`src/rtl/ifm_skew_feeder.sv`:
```
// IFM vector sequencer: holds each accepted vector for 2^IDEPTH cycles and feeds rows with a one-cycle-per-row diagonal skew.
// Optional macro FEEDER_ZERO_GATE_EN forces idle row data to zero; otherwise idle rows hold their last value.
module ifm_skew_feeder #(
  parameter int HEIGHT = 16,
  parameter int IWIDTH = 16,
  parameter int IDEPTH = 4
) (
  input  logic                     clk,
  input  logic                     rst_n,
  input  logic                     in_valid,
  output logic                     in_ready,
  input  logic                     in_last,
  input  logic [HEIGHT*IWIDTH-1:0] in_data,
  output logic [HEIGHT*IWIDTH-1:0] ifm,
  output logic [HEIGHT-1:0]        en_i,
  output logic [HEIGHT-1:0]        clr_i,
  output logic [HEIGHT-1:0]        mac_done,
  output logic                     busy
);

  typedef enum logic {IDLE, RUN} state_t;

  localparam logic [IDEPTH-1:0] CNT_MAX = '1;

  state_t                   state, state_nxt;
  logic [IDEPTH-1:0]        cnt;
  logic                     cnt_wrap;
  logic                     accept;
  logic [HEIGHT*IWIDTH-1:0] hold_data;
  logic                     hold_last;
  logic                     hold_first;
  logic                     first;
  logic [HEIGHT-1:0]        en_sr;
  logic [HEIGHT-1:0]        clr_sr;
  logic [HEIGHT-1:0]        done_sr;

  always_ff @(posedge clk or negedge rst_n) begin
    if (!rst_n) state <= IDLE;
    else        state <= state_nxt;
  end

  always_comb begin
    state_nxt = state;
    case (state)
      IDLE:    if (accept) state_nxt = RUN;
      RUN:     if (cnt_wrap && !accept) state_nxt = IDLE;
      default: state_nxt = IDLE;
    endcase
  end

  // in_ready is a function of registered state only, so no path from in_valid
  always_comb begin
    cnt_wrap = (state == RUN) && (cnt == CNT_MAX);
    in_ready = (state == IDLE) || cnt_wrap;
    accept   = in_valid && in_ready;
  end

  always_ff @(posedge clk or negedge rst_n) begin
    if (!rst_n) begin
      cnt        <= '0;
      hold_data  <= '0;
      hold_last  <= 1'b0;
      hold_first <= 1'b0;
      first      <= 1'b1;
    end else if (accept) begin
      cnt        <= '0;
      hold_data  <= in_data;
      hold_last  <= in_last;
      hold_first <= first;
      first      <= in_last;
    end else if (state == RUN) begin
      cnt <= cnt + 1'b1;
    end
  end

  // Bit 0 is the row-0 stage; bit h is row 0 delayed by h more registers.
  always_ff @(posedge clk or negedge rst_n) begin
    if (!rst_n) begin
      en_sr   <= '0;
      clr_sr  <= '0;
      done_sr <= '0;
    end else begin
      en_sr   <= {en_sr[HEIGHT-2:0],   state == RUN};
      clr_sr  <= {clr_sr[HEIGHT-2:0],  (state == RUN) && (cnt == '0) && hold_first};
      done_sr <= {done_sr[HEIGHT-2:0], cnt_wrap && hold_last};
    end
  end

  assign en_i     = en_sr;
  assign clr_i    = clr_sr;
  assign mac_done = done_sr;
  assign busy     = (state == RUN) || (|en_sr);

  for (genvar h = 0; h < HEIGHT; h++) begin : g_row
    logic [IWIDTH-1:0] pipe [h+1];

    always_ff @(posedge clk or negedge rst_n) begin
      if (!rst_n) begin
        pipe <= '{default: '0};
      end else begin
        pipe[0] <= hold_data[h*IWIDTH +: IWIDTH];
        for (int unsigned j = h; j > 0; j--) pipe[j] <= pipe[j-1];
      end
    end

`ifdef FEEDER_ZERO_GATE_EN
    assign ifm[h*IWIDTH +: IWIDTH] = en_sr[h] ? pipe[h] : '0;
`else
    assign ifm[h*IWIDTH +: IWIDTH] = pipe[h];
`endif
  end

endmodule

```
`config.mk`:
```
export PLATFORM = sky130hd
export DESIGN_NAME = ifm_skew_feeder
export DESIGN_NICKNAME = d
export VERILOG_FILES = /design/src/rtl/ifm_skew_feeder.sv
export SDC_FILE = /design/constraint.sdc
export NUM_CORES = 1
export LEC_CHECK = 0
export BUFFER_PORTS_ARGS = -buffer_cell sky130_fd_sc_hd__buf_2
export CORE_UTILIZATION = 52
export DETAILED_ROUTE_END_ITERATION = 16
export PLACE_DENSITY = 0.74
export SETUP_SLACK_MARGIN = 0.5
export SLEW_MARGIN = 20
export SYNTH_ARGS = -nofsm -noshare
export SYNTH_HDL_FRONTEND = slang
export SYNTH_SLANG_ARGS = --single-unit
export TNS_END_PERCENT = 20
```
`constraint.sdc`:
```
create_clock -name clk -period 1.65 [get_ports clk]
set_input_delay 0.33 -clock clk [delete_from_list [all_inputs] [get_ports clk]]
set_output_delay 0.33 -clock clk [all_outputs]
set_load 0.02 [all_outputs]
```
Yosys cells after proc, flatten, opt, wreduce, memory -nomap -nowiden
Index checks and enable logic that the tools add are counted.
- flip-flop bits (word level): 2488
- input port bits: 260
- logic and storage cells: 165
- add/sub/neg operators: 1
- equality and inequality tests: 1
- mux-type cells: 5
- bitwise operators: 1
- reductions and logical operators: 12
- operators with widths (operator ; number):
    $reduce_or 16->1 ; 1
    $mux 4 ; 2
    $logic_and 1x1->1 ; 6
    $add 4x1->4 const B ; 1
    $eq 4x4->1 const B ; 1
    $logic_not 4->1 ; 1
    $logic_or 1x1->1 ; 2
    $mux 1 ; 2
    $pmux 1 s2 ; 1
    $reduce_bool 2->1 ; 1
    $logic_not 1->1 ; 1
    $not 1->1 ; 1

Logic depth before layout (Yosys ltp)
Gate-level depths: netlist (run 1).
- depth after elaboration: 8
- gate-level depth with buffers: 7
- depth with buffers taken out: 4

Worst setup path before layout (run 1)
Ideal clock, no wire load.
- path kind: flip-flop to flip-flop
- from: register cnt[0]
- to: register hold_data[100]
- data arrival time: 1622 ps
- slack: -100 ps
- cell stages (with the launch flop): 8
- cells stage by stage: dfrtp_1 > ha_1 > nand3_2 > a21boi_1 > buf_4 > buf_12 > buf_12 > mux2_1
- cells in the longest elaborated chain, start to end: 4
- RTL lines (element ; RTL line ; source):
    start, declared ; 26 ; logic [IDEPTH-1:0] cnt;
    start signal, assigned ; 72 ; cnt <= cnt + 1'b1;
    $eq 4x4->1 ; 53 ; cnt_wrap = (state == RUN) && (cnt == CNT_MAX);
    $logic_and 1x1->1 ; 53 ;
    $logic_or 1x1->1 ; 54 ; in_ready = (state == IDLE) || cnt_wrap;
    $logic_and 1x1->1 ; 55 ; accept = in_valid && in_ready;
    end signal, assigned ; 67 ; hold_data <= in_data;
    end, declared ; 29 ; logic [HEIGHT*IWIDTH-1:0] hold_data;
Every way passes these cells.
A chain may end at the register's enable or synchronous reset.

Final worst setup path (run 1)
- from: register en_sr[14] (netlist: en_i[14])
- to: output port busy
- cells in the longest elaborated chain, start to end: 2
- RTL lines (element ; RTL line ; source):
    start, declared ; 33 ; logic [HEIGHT-1:0] en_sr;
    start signal, assigned ; 83 ; en_sr <= {en_sr[HEIGHT-2:0], state == RUN};
    $reduce_or 16->1 ; 92 ; assign busy = (state == RUN) || (|en_sr);
    $logic_or 1x1->1 ; 92 ;
    end, declared ; 18 ; output logic busy
Every way passes these cells.

==> results of run 1 <==
==> sequential cells by signal (all words and copies together), names as in the netlist, 4 cells and up <==
register and flops:
g_row.pipe 1936, hold_data 256, ifm 240, clr_i 16
en_i 16, mac_done 16, cnt 4
==> routing by layer <==
layer  track usage [%]  wire, um  part of all wire, %
met5                 0       102                0.070
met4              10.0      6700                  4.6
met3              5.14      6690                  4.6
met2              41.0     80700                   55
met1              26.0     51800                   35
==> metrics by stage <==
step	total power [uW]	hold WS [ns]	setup slack (ns)
6_report	182000	0.0990	-1.04
5_1_grt	189000	0.0345	-1.12
4_1_cts	180000	0.0340	-0.960
3_5_place_dp	118000	0.287	-0.288
3_3_place_gp	115000	0.283	-0.232
2_1_floorplan	110000	0.0344	-0.0701
==> critical path, cell delays in order (launching register included) <==
cell and delay, ns:
sky130_fd_sc_hd__dfrtp_2 0.45, sky130_fd_sc_hd__nor4_4 0.34, sky130_fd_sc_hd__nand4_1 0.14, sky130_fd_sc_hd__or4_1 0.43, sky130_fd_sc_hd__buf_2 0.18
==> how the worst max path moves through the flow <==
stage                           to  slack [ns]  depth (start not counted)
CTS                           busy       -0.96                          4
floorplan           hold_data[107]       -0.07                          7
finish                        busy       -1.04                          4
global route                  busy       -1.12                          4
global placement    hold_data[186]       -0.23                          6
detailed placement  hold_data[210]       -0.29                          6
==> power breakdown <==
group / leakage (uW) / internal (uW) / total [uW] / switching [uW]
Sequential: 0.0299 / 91100 / 105000 / 13500
Clock: 0.00376 / 30400 / 53600 / 23200
Combinational: 0.00691 / 12000 / 23600 / 11600
==> synth_stat cells, drive strengths merged <==
master	n
inv	3
nand4	2
nor2b	1
nand2	5
nand2b	1
ha	2
or4	1
nand3	2
buf	270
o32ai	1
a21boi	1
o311ai	1
dfstp	1
nor4	4
o21ai	2
mux2	259
dfrtp	2487
nor2	3
o22ai	1
xnor2	2
==> layout make-up <==
class	count	area (um^2)	area share [%]
Timing Repair Buffer	1017	9340	10.9
Tap cell	1729	2160	2.53
Antenna cell	8	20.0	0.0234
Multi-Input combinational cell	288	4040	4.73
Inverter	3	11.3	0.0132
Clock buffer	323	6490	7.60
Sequential cell	2488	62300	72.8
Clock inverter	88	1150	1.35
==> layout by cell type, fill, tap and decap left out, drive strengths merged <==
cell type,Yosys,layout
a21boi,1,1
buf,270,753
bufbuf,0,1
bufinv,0,19
clkbuf,0,327
clkinv,0,54
clkinvlp,0,7
dfrtp,2487,2487
dfstp,1,1
diode,0,8
dlygate4sd3,0,259
ha,2,2
inv,3,11
mux2,259,259
nand2,5,5
nand2b,1,1
nand3,2,2
nand4,2,2
nor2,3,3
nor2b,1,1
nor4,4,4
o21ai,2,2
o22ai,1,1
o311ai,1,1
o32ai,1,1
or4,1,1
xnor2,2,2
==> cells by family (layout without fill, tap and decap cells) <==
kind of cell             Yosys count  after routing
adder cells (fa/ha/maj)            2              2
XOR/XNOR                           2              2
AO/OA/AOI/OAI                      6              6
multiplexers                     259            259
flip-flops                      2488           2488
AND/OR/NAND/NOR                   19             19
buffers and inverters            273           1431
other                              0              8
==> what timing repair did <==
item / CTS / global route
resized for setup: 451 / 201
pin swaps: 4 / 3
endpoints found under the hold margin: 1536 / 0
buffers inserted: 26 / 10
endpoints found under the setup margin: 571 / 571
gates cloned: 20 / 4
hold buffers: 259 / 0
==> results_tabular.tex, run 1 <==
\begin{tabular}{lr}
\hline
Metric & Value \\
\hline
\multicolumn{2}{l}{\textbf{Run status}} \\
Status & finished, violations left \\
Violated checks & setup timing \\
\multicolumn{2}{l}{\textbf{Power and ir drop}} \\
P\_leak & 0.0405 uW \\
Peak supply drop & 1210 uV \\
Pwr Density & 2130 nW/um\^{}2 \\
\multicolumn{2}{l}{\textbf{Floorplan}} \\
Die width & 363 um \\
Starting Density & 52.7\% \\
Overall die height & 363 um \\
Floorplan row count & 131 \\
Top-Level Pins & 566 \\
CORE AREA & 128000 um\^{}2 \\
Die Outline Area & 131000 um\^{}2 \\
\multicolumn{2}{l}{\textbf{Logic synthesis}} \\
Cells after synthesis & 3049 \\
Share of synthesized area spent on multiplexers & 4.32\% \\
XOR/XNOR share of the synthesized area & 0.0259\% \\
Fraction of synthesized cell area taken by the top area cell type & 92.1\% \\
Cell type with the highest aggregate area in the netlist & sky130\_fd\_sc\_hd\_\_dfrtp\_1 \\
Number of synthesized register bits & 2488 \\
Sequential share of the synthesized area & 92.1\% \\
Synthesized area per cell & 22.2 um\^{}2 \\
Dominant combinational cell family by area after synthesis & multiplexers \\
Post-synthesis cell type count & 25 \\
Post-Synthesis Cell Area & 67600 um\^{}2 \\
Basic-gate share of the synthesized area counting and, or, nand and nor cells & 0.152\% \\
Post-Synthesis Net Count & 3311 \\
Synth warn & 0 \\
Largest cells by area after synthesis & sky130\_fd\_sc\_hd\_\_dfrtp\_1, sky130\_fd\_sc\_hd\_\_mux2\_1, sky130\_fd\_sc\_hd\_\_buf\_4 \\
Share of synthesized cell area in full adder, half adder and majority cells & 0.0370\% \\
Complex-gate fraction of the synthesized area & 0.0611\% \\
\multicolumn{2}{l}{\textbf{Critical path}} \\
Slack of the worst reg-to-reg path & -0.48 ns \\
Biggest fanout along the worst timing path & 2 \\
Crit path launch & en\_i[14] \\
Kind of critical path & flop to primary output \\
Required time of the critical path & 1.32 ns \\
Data arrival time of the critical path & 2.36 ns \\
Worst reg2reg path depth & 10 \\
Endpoint kind of the worst setup timing path & primary output \\
Crit path launch type & flop \\
RR Startpoint & cnt[0] \\
Worst flop-to-flop path endpoint & hold\_data[203] \\
\multicolumn{2}{l}{\textbf{Cells and area}} \\
Net count reported at finish & 4279 \\
Synthesis-to-layout area growth & 26.5\% \\
Final core area utilization & 66.7\% \\
Share of layout cells above drive strength 1 & 33.1\% \\
Finished Cell Area & 85500 um\^{}2 \\
Fin cells & 5944 \\
Fill cell instance count of the final layout & 7578 \\
\multicolumn{2}{l}{\textbf{Timing}} \\
Setup repair after global routing missed its margin & true \\
Minimum clock period & 2.69 ns \\
Final worst clock skew & 0.0483 ns \\
Max Clk Rate & 371 MHz \\
Number of max-slew violations in the final report & 0 \\
Final worst setup slack & -1.04 ns \\
Setup TNS & -108.80 ns \\
Final cycle utilization of the critical path & 163\% \\
Total setup violations reported at the end of the flow & 497 \\
Final hold viol count & 0 \\
Relative slew slack & 58.0\% \\
Slew at the pin closest to its max-slew limit & 0.630 ns \\
\multicolumn{2}{l}{\textbf{Route}} \\
Number of nets with antenna violations after routing & 0 \\
DRC violation count after routing & 0 \\
Routed vias & 27815 \\
Via-per-instance ratio & 4.68 \\
WL/cell & 24.6 um \\
Overall routed net length & 146 mm \\
Length of the first detailed-routing pass in iterations & 6 \\
DRC violation total after the first TritonRoute iteration & 1485 \\
\multicolumn{2}{l}{\textbf{Global routing}} \\
Maximum number of pins on one net before global-route repair & 106 \\
Grt total ovfl & 0 \\
Global-route wire length before repair & 216 mm \\
Number of antenna violations at the first check in global routing & 18 \\
Overall fraction of global-route tracks in use & 22.8\% \\
Via count of the first global-routing pass & 33230 \\
\multicolumn{2}{l}{\textbf{Clocking}} \\
Clk pin slew, worst setup/hold paths & 0.07 ns \\
CTS tree & done \\
Root Buffer & sky130\_fd\_sc\_hd\_\_clkbuf\_16 \\
H-tree depth & 4 \\
Clock Path Buffers & 3 \\
Number of buffers added by the clock tree synthesis step & 219 \\
Sink count of the clock tree & 2488 \\
Clock insertion delay at the later pin of the skew report & 0.83 ns \\
\multicolumn{2}{l}{\textbf{Placement}} \\
Placed Instance Area & 72100 um\^{}2 \\
DP HPWL & 67.4 mm \\
Total instance count after detailed placement & 5206 \\
IO buf count & 565 \\
Final weighted congestion of routability-driven global placement & 0.784 \\
\multicolumn{2}{l}{\textbf{Flow run}} \\
Count of max-cap constraint violations & 0 \\
\multicolumn{2}{l}{\textbf{Hold path}} \\
Path type of the worst min-delay path & primary input to asynchronous set/reset pin \\
\hline
\end{tabular}
Note: power is estimated with default switching activity, not from simulation.
==> run 2: changes to the inputs <==
Settings changed: CORE_UTILIZATION 52 to 58, GPL_TIMING_DRIVEN set to 0, PLACE_DENSITY 0.74 to 0.78.
Clock period 1.65 ns to 2.6 ns, I/O delays scaled along.
==> results_tabular.tex, run 2 (synthesized netlist as in run 1, its figures left out) <==
\begin{tabular}{lr}
\hline
Metric & Value \\
\hline
\multicolumn{2}{l}{\textbf{Cells and area}} \\
Net count reported at finish & 4390 \\
Share of layout cells above drive strength 1 & 30.5\% \\
Top library cells by usage in the layout, fill and taps aside & sky130\_fd\_sc\_hd\_\_dfrtp\_1, sky130\_fd\_sc\_hd\_\_buf\_2, sky130\_fd\_sc\_hd\_\_dlygate4sd3\_1 \\
Largest register FFs & 1936 \\
Largest register by flop count & g\_row.pipe \\
Most frequent standard cell in the layout excluding fill and tap cells & sky130\_fd\_sc\_hd\_\_dfrtp\_1 \\
Synthesis-to-layout area growth & 24.4\% \\
Finished Cell Area & 84100 um\^{}2 \\
\multicolumn{2}{l}{\textbf{Flow run}} \\
Count of max-cap constraint violations & 0 \\
\multicolumn{2}{l}{\textbf{Floorplan}} \\
Floorplan row count & 124 \\
CORE AREA & 115000 um\^{}2 \\
Top-Level Pins & 566 \\
Die width & 343 um \\
Overall die height & 343 um \\
Starting Density & 58.8\% \\
Die Outline Area & 118000 um\^{}2 \\
\multicolumn{2}{l}{\textbf{Route}} \\
Via-per-instance ratio & 4.92 \\
DRC violation total after the first TritonRoute iteration & 1629 \\
Length of the first detailed-routing pass in iterations & 5 \\
Routed vias & 28742 \\
DRC violation count after routing & 0 \\
WL/cell & 26.9 um \\
Overall routed net length & 157 mm \\
Number of nets with antenna violations after routing & 0 \\
\multicolumn{2}{l}{\textbf{Critical path}} \\
Kind of critical path & flop to primary output \\
Worst reg2reg path depth & 7 \\
Cell-by-cell trace of the critical path & nor4\_4 > nand4\_1 > or4\_4 > buf\_6 \\
Required time of the critical path & 2.08 ns \\
Endpoint kind of the worst setup timing path & primary output \\
Biggest fanout along the worst timing path & 3 \\
Crit-path slowest cell & sky130\_fd\_sc\_hd\_\_or4\_4 \\
Crit path launch type & flop \\
Biggest cell delay along the critical path & 0.46 ns \\
Data arrival time of the critical path & 2.37 ns \\
\multicolumn{2}{l}{\textbf{Timing}} \\
Relative slew slack & 51.2\% \\
Slew at the pin closest to its max-slew limit & 0.732 ns \\
Final cycle utilization of the critical path & 111\% \\
Final hold viol count & 77 \\
Final worst clock skew & 0.0538 ns \\
Minimum clock period & 2.89 ns \\
Total setup violations reported at the end of the flow & 1 \\
Number of max-slew violations in the final report & 0 \\
Final worst setup slack & -0.286 ns \\
Max Clk Rate & 347 MHz \\
Worst Hold Margin & -0.413 ns \\
Setup repair after global routing missed its margin & true \\
\multicolumn{2}{l}{\textbf{Placement}} \\
Placed Instance Area & 72900 um\^{}2 \\
Final weighted congestion of routability-driven global placement & 0.787 \\
DP HPWL & 70.3 mm \\
IO buf count & 565 \\
Placement Setup Slack & -1.54 ns \\
\multicolumn{2}{l}{\textbf{Clocking}} \\
Number of buffers added by the clock tree synthesis step & 220 \\
CTS tree & done \\
Sink count of the clock tree & 2488 \\
Clock Path Buffers & 3 \\
Clock insertion delay at the later pin of the skew report & 0.85 ns \\
Clk pin slew, worst setup/hold paths & 0.07 ns \\
Hold buffers post-CTS & 259 \\
H-tree depth & 4 \\
Root Buffer & sky130\_fd\_sc\_hd\_\_clkbuf\_16 \\
\multicolumn{2}{l}{\textbf{Global routing}} \\
Global-route wire length before repair & 228 mm \\
Overall fraction of global-route tracks in use & 27.4\% \\
Number of antenna violations at the first check in global routing & 16 \\
Grt total ovfl & 0 \\
Maximum number of pins on one net before global-route repair & 155 \\
Via count of the first global-routing pass & 34723 \\
\multicolumn{2}{l}{\textbf{Hold path}} \\
Path type of the worst min-delay path & primary input to asynchronous set/reset pin \\
\multicolumn{2}{l}{\textbf{Run status}} \\
Violated checks & hold timing, setup timing \\
Status & finished, violations left \\
\multicolumn{2}{l}{\textbf{Power and ir drop}} \\
Peak supply drop & 930 uV \\
Pwr Density & 1390 nW/um\^{}2 \\
P\_leak & 0.0402 uW \\
\hline
\end{tabular}
[run 2: power by group]
group,internal (uW),switching (uW),leakage (uW)
logic,6640,7760,0.00653
registers,57800,9280,0.0299
clock network,19900,15200,0.00382
[run 2: cell type report]
type / instances / area (um^2)
plain buffers: 270 / 2280
fillers: 5724 / 30900
repair buffers: 857 / 6690
clock buffers: 319 / 6430
multi-input cells: 288 / 3170
flip-flops and latches: 2488 / 62300
well taps: 1512 / 1890
clock inverters: 89 / 1310
inverters: 3 / 11.3
diodes: 12 / 30.0
[run 2: timing repair]
item                                    4_1_cts  5_1_grt
cloned                                        8        4
setup buffers                                 0        1
gates resized for setup                     100       42
endpoints found under the setup margin     1237      609
pin swaps                                     2        5
hold endpoints to repair                    376       77
[run 2: critical path: cells and delay by family (launching register included)]
kind | cells | cell delay, ns
and+or+nand+nor | 3 | 0.96
buffers and inverters | 1 | 0.15
DFF | 1 | 0.43
[run 2: metal layers]
metal,global-route usage [%],up-vias,share of wire [%]
met2,50.5,924,57
met4,13.5,10,5.2
met1,29.5,15788,33
met5,0,-,0.046
li1,-,11647,-
met3,6.05,373,4.7
[run 2: worst paths after layout]
kind	from	to	slack [ns]
max	en_i[8]	busy	-0.29
min	rst_n	g_row[10].pipe[135]	-0.41
max reg2reg	cnt[0]	hold_data[129]	0.54
min reg2reg	g_row[15].pipe[109]	g_row[15].pipe[93]	0.31
max in group asynchronous	rst_n	ifm[39]	0.65
min in group clk	g_row[15].pipe[109]	g_row[15].pipe[93]	0.31
[run 2: through the flow]
| step | std cells | utilization (%) | setup TNS [ns] | power, uW |
|---|---|---|---|---|
| final | 5838 | 73.1 | -0.286 | 117000 |
| after global routing | 5836 | 73.1 | -0.358 | 121000 |
| after CTS | 5821 | 72.9 | -0.356 | 116000 |
| after detailed placement | 5146 | 63.4 | -882.05 | 77900 |
| after global placement | 5126 | 62.9 | - | 75600 |
| after floorplan | 3049 | - | 0 | 69800 |
